===== config.mk =====
export PLATFORM = sky130hd
export DESIGN_NAME = gpio_port
export DESIGN_NICKNAME = d
export VERILOG_FILES = /design/src/rtl/gpio_port.sv
export SDC_FILE = /design/constraint.sdc
export NUM_CORES = 1
export LEC_CHECK = 0
export CELL_PAD_IN_SITES_DETAIL_PLACEMENT = 1
export CELL_PAD_IN_SITES_GLOBAL_PLACEMENT = 1
export CORE_ASPECT_RATIO = 0.7
export CORE_MARGIN = 2
export CORE_UTILIZATION = 38
export DETAILED_ROUTE_END_ITERATION = 8
export GPL_TIMING_DRIVEN = 0
export PLACE_DENSITY = 0.86
export SYNTH_ARGS = -nofsm -noshare
export SYNTH_HDL_FRONTEND = slang
export SYNTH_SLANG_ARGS = --single-unit

===== constraint.sdc =====
create_clock -name clk -period 5.7 [get_ports clk]
set_clock_uncertainty 0.15 [all_clocks]
set_input_delay 1.14 -clock clk [delete_from_list [all_inputs] [get_ports clk]]
set_output_delay 1.14 -clock clk [all_outputs]
set_load 0.01 [all_outputs]

===== src/rtl/gpio_port.sv =====
// Memory-mapped GPIO port: registered outputs with set/clear/load commands, a two-flop
// input synchroniser, and sticky rising-edge flags that drive a registered interrupt.
module gpio_port #(
    parameter int unsigned           WIDTH     = 16,
    parameter logic [WIDTH-1:0]      OUT_RESET = '0
) (
    input  logic             clk,
    input  logic             reset,
    input  logic             GPIO_W,
    input  logic [31:0]      WriteData,
    input  logic [WIDTH-1:0] gpio_in,
    output logic [WIDTH-1:0] gpio_out,
    output logic [31:0]      ReadData,
    output logic             irq
);

    typedef enum logic [1:0] {
        CmdLoad  = 2'b00,
        CmdSet   = 2'b01,
        CmdClr   = 2'b10,
        CmdFlags = 2'b11
    } cmd_e;

    logic [WIDTH-1:0] out_q, out_d;
    logic [WIDTH-1:0] s1_q, s1_d;
    logic [WIDTH-1:0] s2_q, s2_d;
    logic [WIDTH-1:0] s3_q, s3_d;
    logic [WIDTH-1:0] flags_q, flags_d;
    logic [1:0]       arm_q, arm_d;

    cmd_e             cmd;
    logic [WIDTH-1:0] operand;
    logic [WIDTH-1:0] rise;
    logic             armed;
    logic [15:0]      flags_ext;
    logic [15:0]      sync_ext;
    logic             unused_write_bits;

    assign cmd     = cmd_e'(WriteData[31:30]);
    assign operand = WriteData[WIDTH-1:0];
    assign unused_write_bits = ^WriteData[29:WIDTH];

    assign rise  = s2_q & ~s3_q;
    assign armed = (arm_q == 2'd3);

    always_comb begin
        out_d   = out_q;
        flags_d = flags_q;
        if (GPIO_W) begin
            unique case (cmd)
                CmdLoad:  out_d = operand;
                CmdSet:   out_d = out_q | operand;
                CmdClr:   out_d = out_q & ~operand;
                CmdFlags: flags_d = flags_q & ~operand;
                default:  out_d = out_q;
            endcase
        end
        // Setting after clearing gives a coincident rise priority over a clear.
        if (armed) begin
            flags_d = flags_d | rise;
        end
    end

    always_comb begin
        s1_d  = gpio_in;
        s2_d  = s1_q;
        s3_d  = s2_q;
        arm_d = armed ? arm_q : arm_q + 2'd1;
    end

    always_ff @(posedge clk or posedge reset) begin
        if (reset) begin
            out_q   <= OUT_RESET;
            s1_q    <= '0;
            s2_q    <= '0;
            s3_q    <= '0;
            flags_q <= '0;
            arm_q   <= 2'd0;
        end else begin
            out_q   <= out_d;
            s1_q    <= s1_d;
            s2_q    <= s2_d;
            s3_q    <= s3_d;
            flags_q <= flags_d;
            arm_q   <= arm_d;
        end
    end

    always_comb begin
        flags_ext              = '0;
        sync_ext               = '0;
        flags_ext[WIDTH-1:0]   = flags_q;
        sync_ext[WIDTH-1:0]    = s2_q;
    end

    assign gpio_out = out_q;
    assign ReadData = {flags_ext, sync_ext};
    assign irq      = |flags_q;

endmodule


Yosys cells after proc, flatten, opt, wreduce, memory -nomap -nowiden
Cells that the tools add are included.
- bitwise gates (word level): 7
- add/subtract/negate cells: 1
- muxes and demuxes: 4
- equal/unequal tests: 4
- reduce and logical (&&, ||, !) cells: 4
- operators by type and width (operator ; number):
    16-bit AND ; 3
    16-bit two-way mux ; 3
    16-bit one-hot mux with 3 select lines ; 1
    16-bit inverter ; 2
    16-bit OR ; 2
    16-bit OR reduction ; 1
    2-bit == test, second input constant ; 3
    3-bit nonzero test ; 1
    2-bit by 1-bit adder with 2-bit output, second input constant ; 1
    2-bit by 1-bit == test with 1-bit output, second input constant ; 1
    2-bit logical NOT ; 1
    2-bit AND reduction ; 1
- input bits: 51
- word-level logic and storage cells: 26
- register bits: 82

Longest topological paths before layout
- depth after elaboration: 6
- mapped depth: 7
- depth with buffers taken out: 5

Worst setup path before layout
OpenSTA, ideal clock, no wires.
- path kind: in2reg
- start point: in WriteData[30]
- end point: reg out_q[0] (netlist: gpio_out[0])
- arrival: 2.101 ns
- stages: 7
- setup slack: 3.323 ns
- path through: inv_1 > ha_1 > or2_1 > buf_6 > buf_8 > o22ai_2 > a21oi_1
- longest elaborated chain between the ends: 3
- ends and longest elaborated chain (element ; RTL line ; source):
    start, declared ; 10 ; input logic [31:0] WriteData,
    2-bit == test, or another cell as far along ; 50 ; unique case (cmd)
    3-bit nonzero test (no line) ; -- ;
    2-bit AND reduction (no line) ; -- ;
    end signal, assigned ; 80 ; out_q <= out_d;
    end, declared ; 24 ; logic [WIDTH-1:0] out_q, out_d;
Parallel ways exist; a longest one is shown, timed or not.
A chain may end at the register's enable or synchronous reset.

Worst setup path after layout
- start point: reg flags_q[11] (netlist: flags_ext[11])
- end point: out irq
- longest elaborated chain between the ends: 1
- ends and longest elaborated chain (element ; RTL line ; source):
    start, declared ; 28 ; logic [WIDTH-1:0] flags_q, flags_d;
    start signal, assigned ; 84 ; flags_q <= flags_d;
    16-bit OR reduction ; 98 ; assign irq = |flags_q;
    end, declared ; 14 ; output logic irq
Every way passes these cells.

==> impl_metrics.json <==
{
  "status": "finished clean",
  "net-switching-power_w": 0.0003412,
  "internal_power_w": 0.0009731,
  "filler_cell_count": 781,
  "area.sequential_mm2": 0.002052,
  "floorplan.die.height_um": 78.14,
  "data_arrival_time_of_the_critical_path_ps": 2040,
  "share_clk_of_total_power": 0.324,
  "worst_setup_path_class": "register to primary output",
  "clock-root-buffer": "clkbuf_8",
  "grt_util_all_layers": 0.1958,
  "static_leakage_nw": 1.784,
  "detailed_place.area_mm2": 0.003980,
  "route.vias.total": 2153,
  "setup_repair_after_global_routing_missed_its_margin": "false",
  "grt_first_pass_wirelength_um": 12500,
  "post_synth_inst_count": 226,
  "grt_max_degree": 44,
  "placement_rows": 26,
  "ys_types": 26,
  "worst_slew_margin_rel": 0.5776,
  "share_seq_of_total_power": 0.504,
  "post-cts-setup-buffers": 0,
  "timing_max_transition_violations_final": 0,
  "cp_top_family": "simple AND/OR/NAND/NOR gates",
  "synthesis.area_mm2": 0.002984,
  "cts.path.max_buffers": 2,
  "setup_viol_count_final": 0,
  "place_congestion": 0.7502,
  "wl_per_cell_um": 18.35,
  "pwr_density_cell_mw_per_mm2": 314.2,
  "final_net_count": 379,
  "antenna_cells": 0,
  "met3WireLength_um": 530,
  "critical_path.cell_chain": "nor4_1 > nand4_1 > clkdlybuf4s50_1",
  "worst_skew_pair.late_latency_ps": 340,
  "ys_warn_count": 0,
  "critPathRequiredTime_ps": 4410,
  "number_of_violations_of_the_max_capacitance_limit": 0,
  "design.core.area_mm2": 0.007450,
  "post-synth-top-area-fraction": 0.6876,
  "timing.final.crit_share": 0.5838,
  "die-area_mm2": 0.008589,
  "met1Wirelength_um": 3371,
  "hold_viol_final": 0,
  "post_synth_fa_ha_maj_area_fraction": 0.02096,
  "top_layer": "met4",
  "worst_ir_drop_vdd_uv": 146.3,
  "worst_pin_slew_ps": 627.8,
  "synth.net_count": 282,
  "cts.sink_count": 82,
  "dr_wl_met2_um": 3863,
  "synthToLayoutAreaGrowth_pct": 40.17,
  "clock_tree.htree_level_count": 3,
  "chipWidth_um": 109.9,
  "yosys-mux-area-fraction": 0.003774,
  "worstHoldPathType": "register to register",
  "critical_path_depth": 3,
  "critical-path-max-stage-delay_ps": 590,
  "finalInstanceArea_mm2": 0.004183,
  "critical_path.reg2reg.startpoint": "arm_q[0]",
  "dpl.hpwl_um": 5719,
  "timing.hold.worst.start": "s1_q[11]",
  "timing.critical_path.to_type": "primary output",
  "grt_antenna_before_repair": 0,
  "largest_family_of_logic_cells_by_synthesized_area": "compound AO/OA/AOI/OAI gates",
  "port_buffer_count": 85,
  "comb_power_share": 0.172,
  "path_clk_slew_ps": 90,
  "cts_tree": "yes",
  "antenna_violating_nets_post_route": 0,
  "post_cts_hold_buffer_count": 0,
  "yosys_register_bits": 82,
  "layout-drive-gt1-share": 0.1189,
  "post_synth.cell_area_avg_um2": 13.20,
  "starting_density_of_the_core": 0.4006,
  "viasPerCell": 5.054,
  "firstDrtPassIters": 4,
  "synth.top_cells.by_area": "dfrtp_1 69%, a21oi_1 5.2%, o2bb2ai_1 4.4%, nand2_1 4.0%, o22ai_2 3.8%",
  "min_delay_path_depth": 0,
  "layout_min_cycle_time_ps": 3328,
  "drc_errors": 0,
  "synth_top_cell_by_area": "dfrtp_1",
  "footprint_of_the_multi_input_gates_um2": 820.8,
  "post_cts_resized": 0,
  "synth-compound-area-share": 0.1518,
  "ioPinCount": 100,
  "worst-path-buf-inv": 1,
  "post_synth_and_or_nand_nor_area_fraction": 0.09560,
  "critical_path.startpoint_type": "register",
  "synth-seq-area-share": 0.6876,
  "yosys.area_share.xor_xnor": 0.002935,
  "startpoint": "flags_ext[11]",
  "fin_setup_tns_ps": 0,
  "grt_overflow": 0,
  "cts_buffers": 9,
  "grt_pass1_vias": 2387,
  "p_sw_frac": 0.2596,
  "worst-r2r-cell-count": 5,
  "first_iter_violations": 72,
  "max_clock_freq_mhz": 300.5,
  "worst_path_max_delay_cell": "nor4_1",
  "critPathMaxFanout": 3,
  "routed_wirelength_um": 7817
}
synth_stat cells:
| master | n |
|---|---|
| clkbuf_8 | 1 |
| nand2_1 | 32 |
| buf_2 | 5 |
| xnor2_1 | 1 |
| and2b_1 | 9 |
| dfrtp_1 | 82 |
| buf_8 | 1 |
| or3_1 | 1 |
| nor2b_1 | 7 |
| ha_1 | 5 |
| clkbuf_2 | 1 |
| nand4_1 | 1 |
| o22ai_2 | 9 |
| nor2_1 | 1 |
| and2_1 | 1 |
| inv_1 | 5 |
| or2_1 | 1 |
| mux2_2 | 1 |
| o2bb2ai_1 | 15 |
| a21oi_1 | 31 |
| buf_4 | 3 |
| a32o_1 | 1 |
| nor4_1 | 4 |
| a31oi_1 | 1 |
| o22ai_1 | 6 |
| buf_6 | 1 |
placed cells by master, fill, tap and decap left out, types with 3 or more instances in the layout:
| master | n |
|---|---|
| clkdlybuf4s50_1 | 85 |
| dfrtp_1 | 82 |
| nand2_1 | 32 |
| a21oi_1 | 31 |
| o2bb2ai_1 | 15 |
| clkbuf_8 | 11 |
| and2b_1 | 9 |
| o22ai_2 | 9 |
| nor2b_1 | 7 |
| o22ai_1 | 6 |
| buf_2 | 5 |
| ha_1 | 5 |
| inv_1 | 4 |
| nor4_1 | 4 |
| buf_4 | 3 |
| clkinvlp_4 | 3 |
stage by stage:
stage / setup WS (ps) / power (W) / instances / util / hold WS (ps)
floorplan: 2302 / 0.0007616 / 226 / - / 181.2
global placement: 1086 / 0.0008889 / 409 / 0.5312 / 181.7
detailed placement: 2622 / 0.0009026 / 410 / 0.5343 / 186.2
CTS: 2405 / 0.001333 / 426 / 0.5615 / 192.1
global route: 2301 / 0.001378 / 426 / 0.5615 / 202.8
finish: 2372 / 0.001314 / 426 / 0.5615 / 189.6
final timing paths:
check	to	slack (ps)
setup / recovery	irq	2370
hold / removal	s2_q[11]	190
setup reg to reg	flags_ext[12]	4180
hold reg to reg	s2_q[11]	190
max in group asynchronous	s1_q[11]	3760
min in group asynchronous	flags_ext[4]	1040
power by group through the flow:
| stage | logic, W | registers (W) | clock network [W] |
|---|---|---|---|
| 2_1_floorplan | 0.0000778 | 0.000684 | 0 |
| 3_3_place_gp | 0.000218 | 0.000671 | 0 |
| 3_5_place_dp | 0.000229 | 0.000674 | 0 |
| 4_1_cts | 0.000230 | 0.000663 | 0.000440 |
| 5_1_grt | 0.000246 | 0.000668 | 0.000464 |
| 6_report | 0.000227 | 0.000662 | 0.000426 |
metal layers:
metal	GRT usage	vias to the layer above
li1	-	978
met1	0.2499	1100
met2	0.3239	67
met3	0.06395	8
met4	0.04557	0
met5	0	-
flip-flops by register name (all words and copies together), names as in the netlist:
name	count
gpio_out	16
s2_q	16
s3_q	16
flags_ext	16
s1_q	16
arm_q	2
area by class of cell:
type / count / share of cell area
clock inverters: 5 / 0.01466
flip-flops and latches: 82 / 0.4906
clock buffers: 11 / 0.03380
plain buffers: 12 / 0.02214
well taps: 98 / 0.02932
inverters: 5 / 0.005085
repair buffers: 86 / 0.2082
multi-input cells: 127 / 0.1962
cell families (layout without fill, tap and decap cells):
family / count (synthesis) / after routing
AO/OA/AOI/OAI: 63 / 63
XOR/XNOR: 1 / 1
adder cells (fa/ha/maj): 5 / 5
buffers and inverters: 17 / 119
flip-flops: 82 / 82
multiplexers: 1 / 1
AND/OR/NAND/NOR: 57 / 57
(Power assumes the default switching activity.)
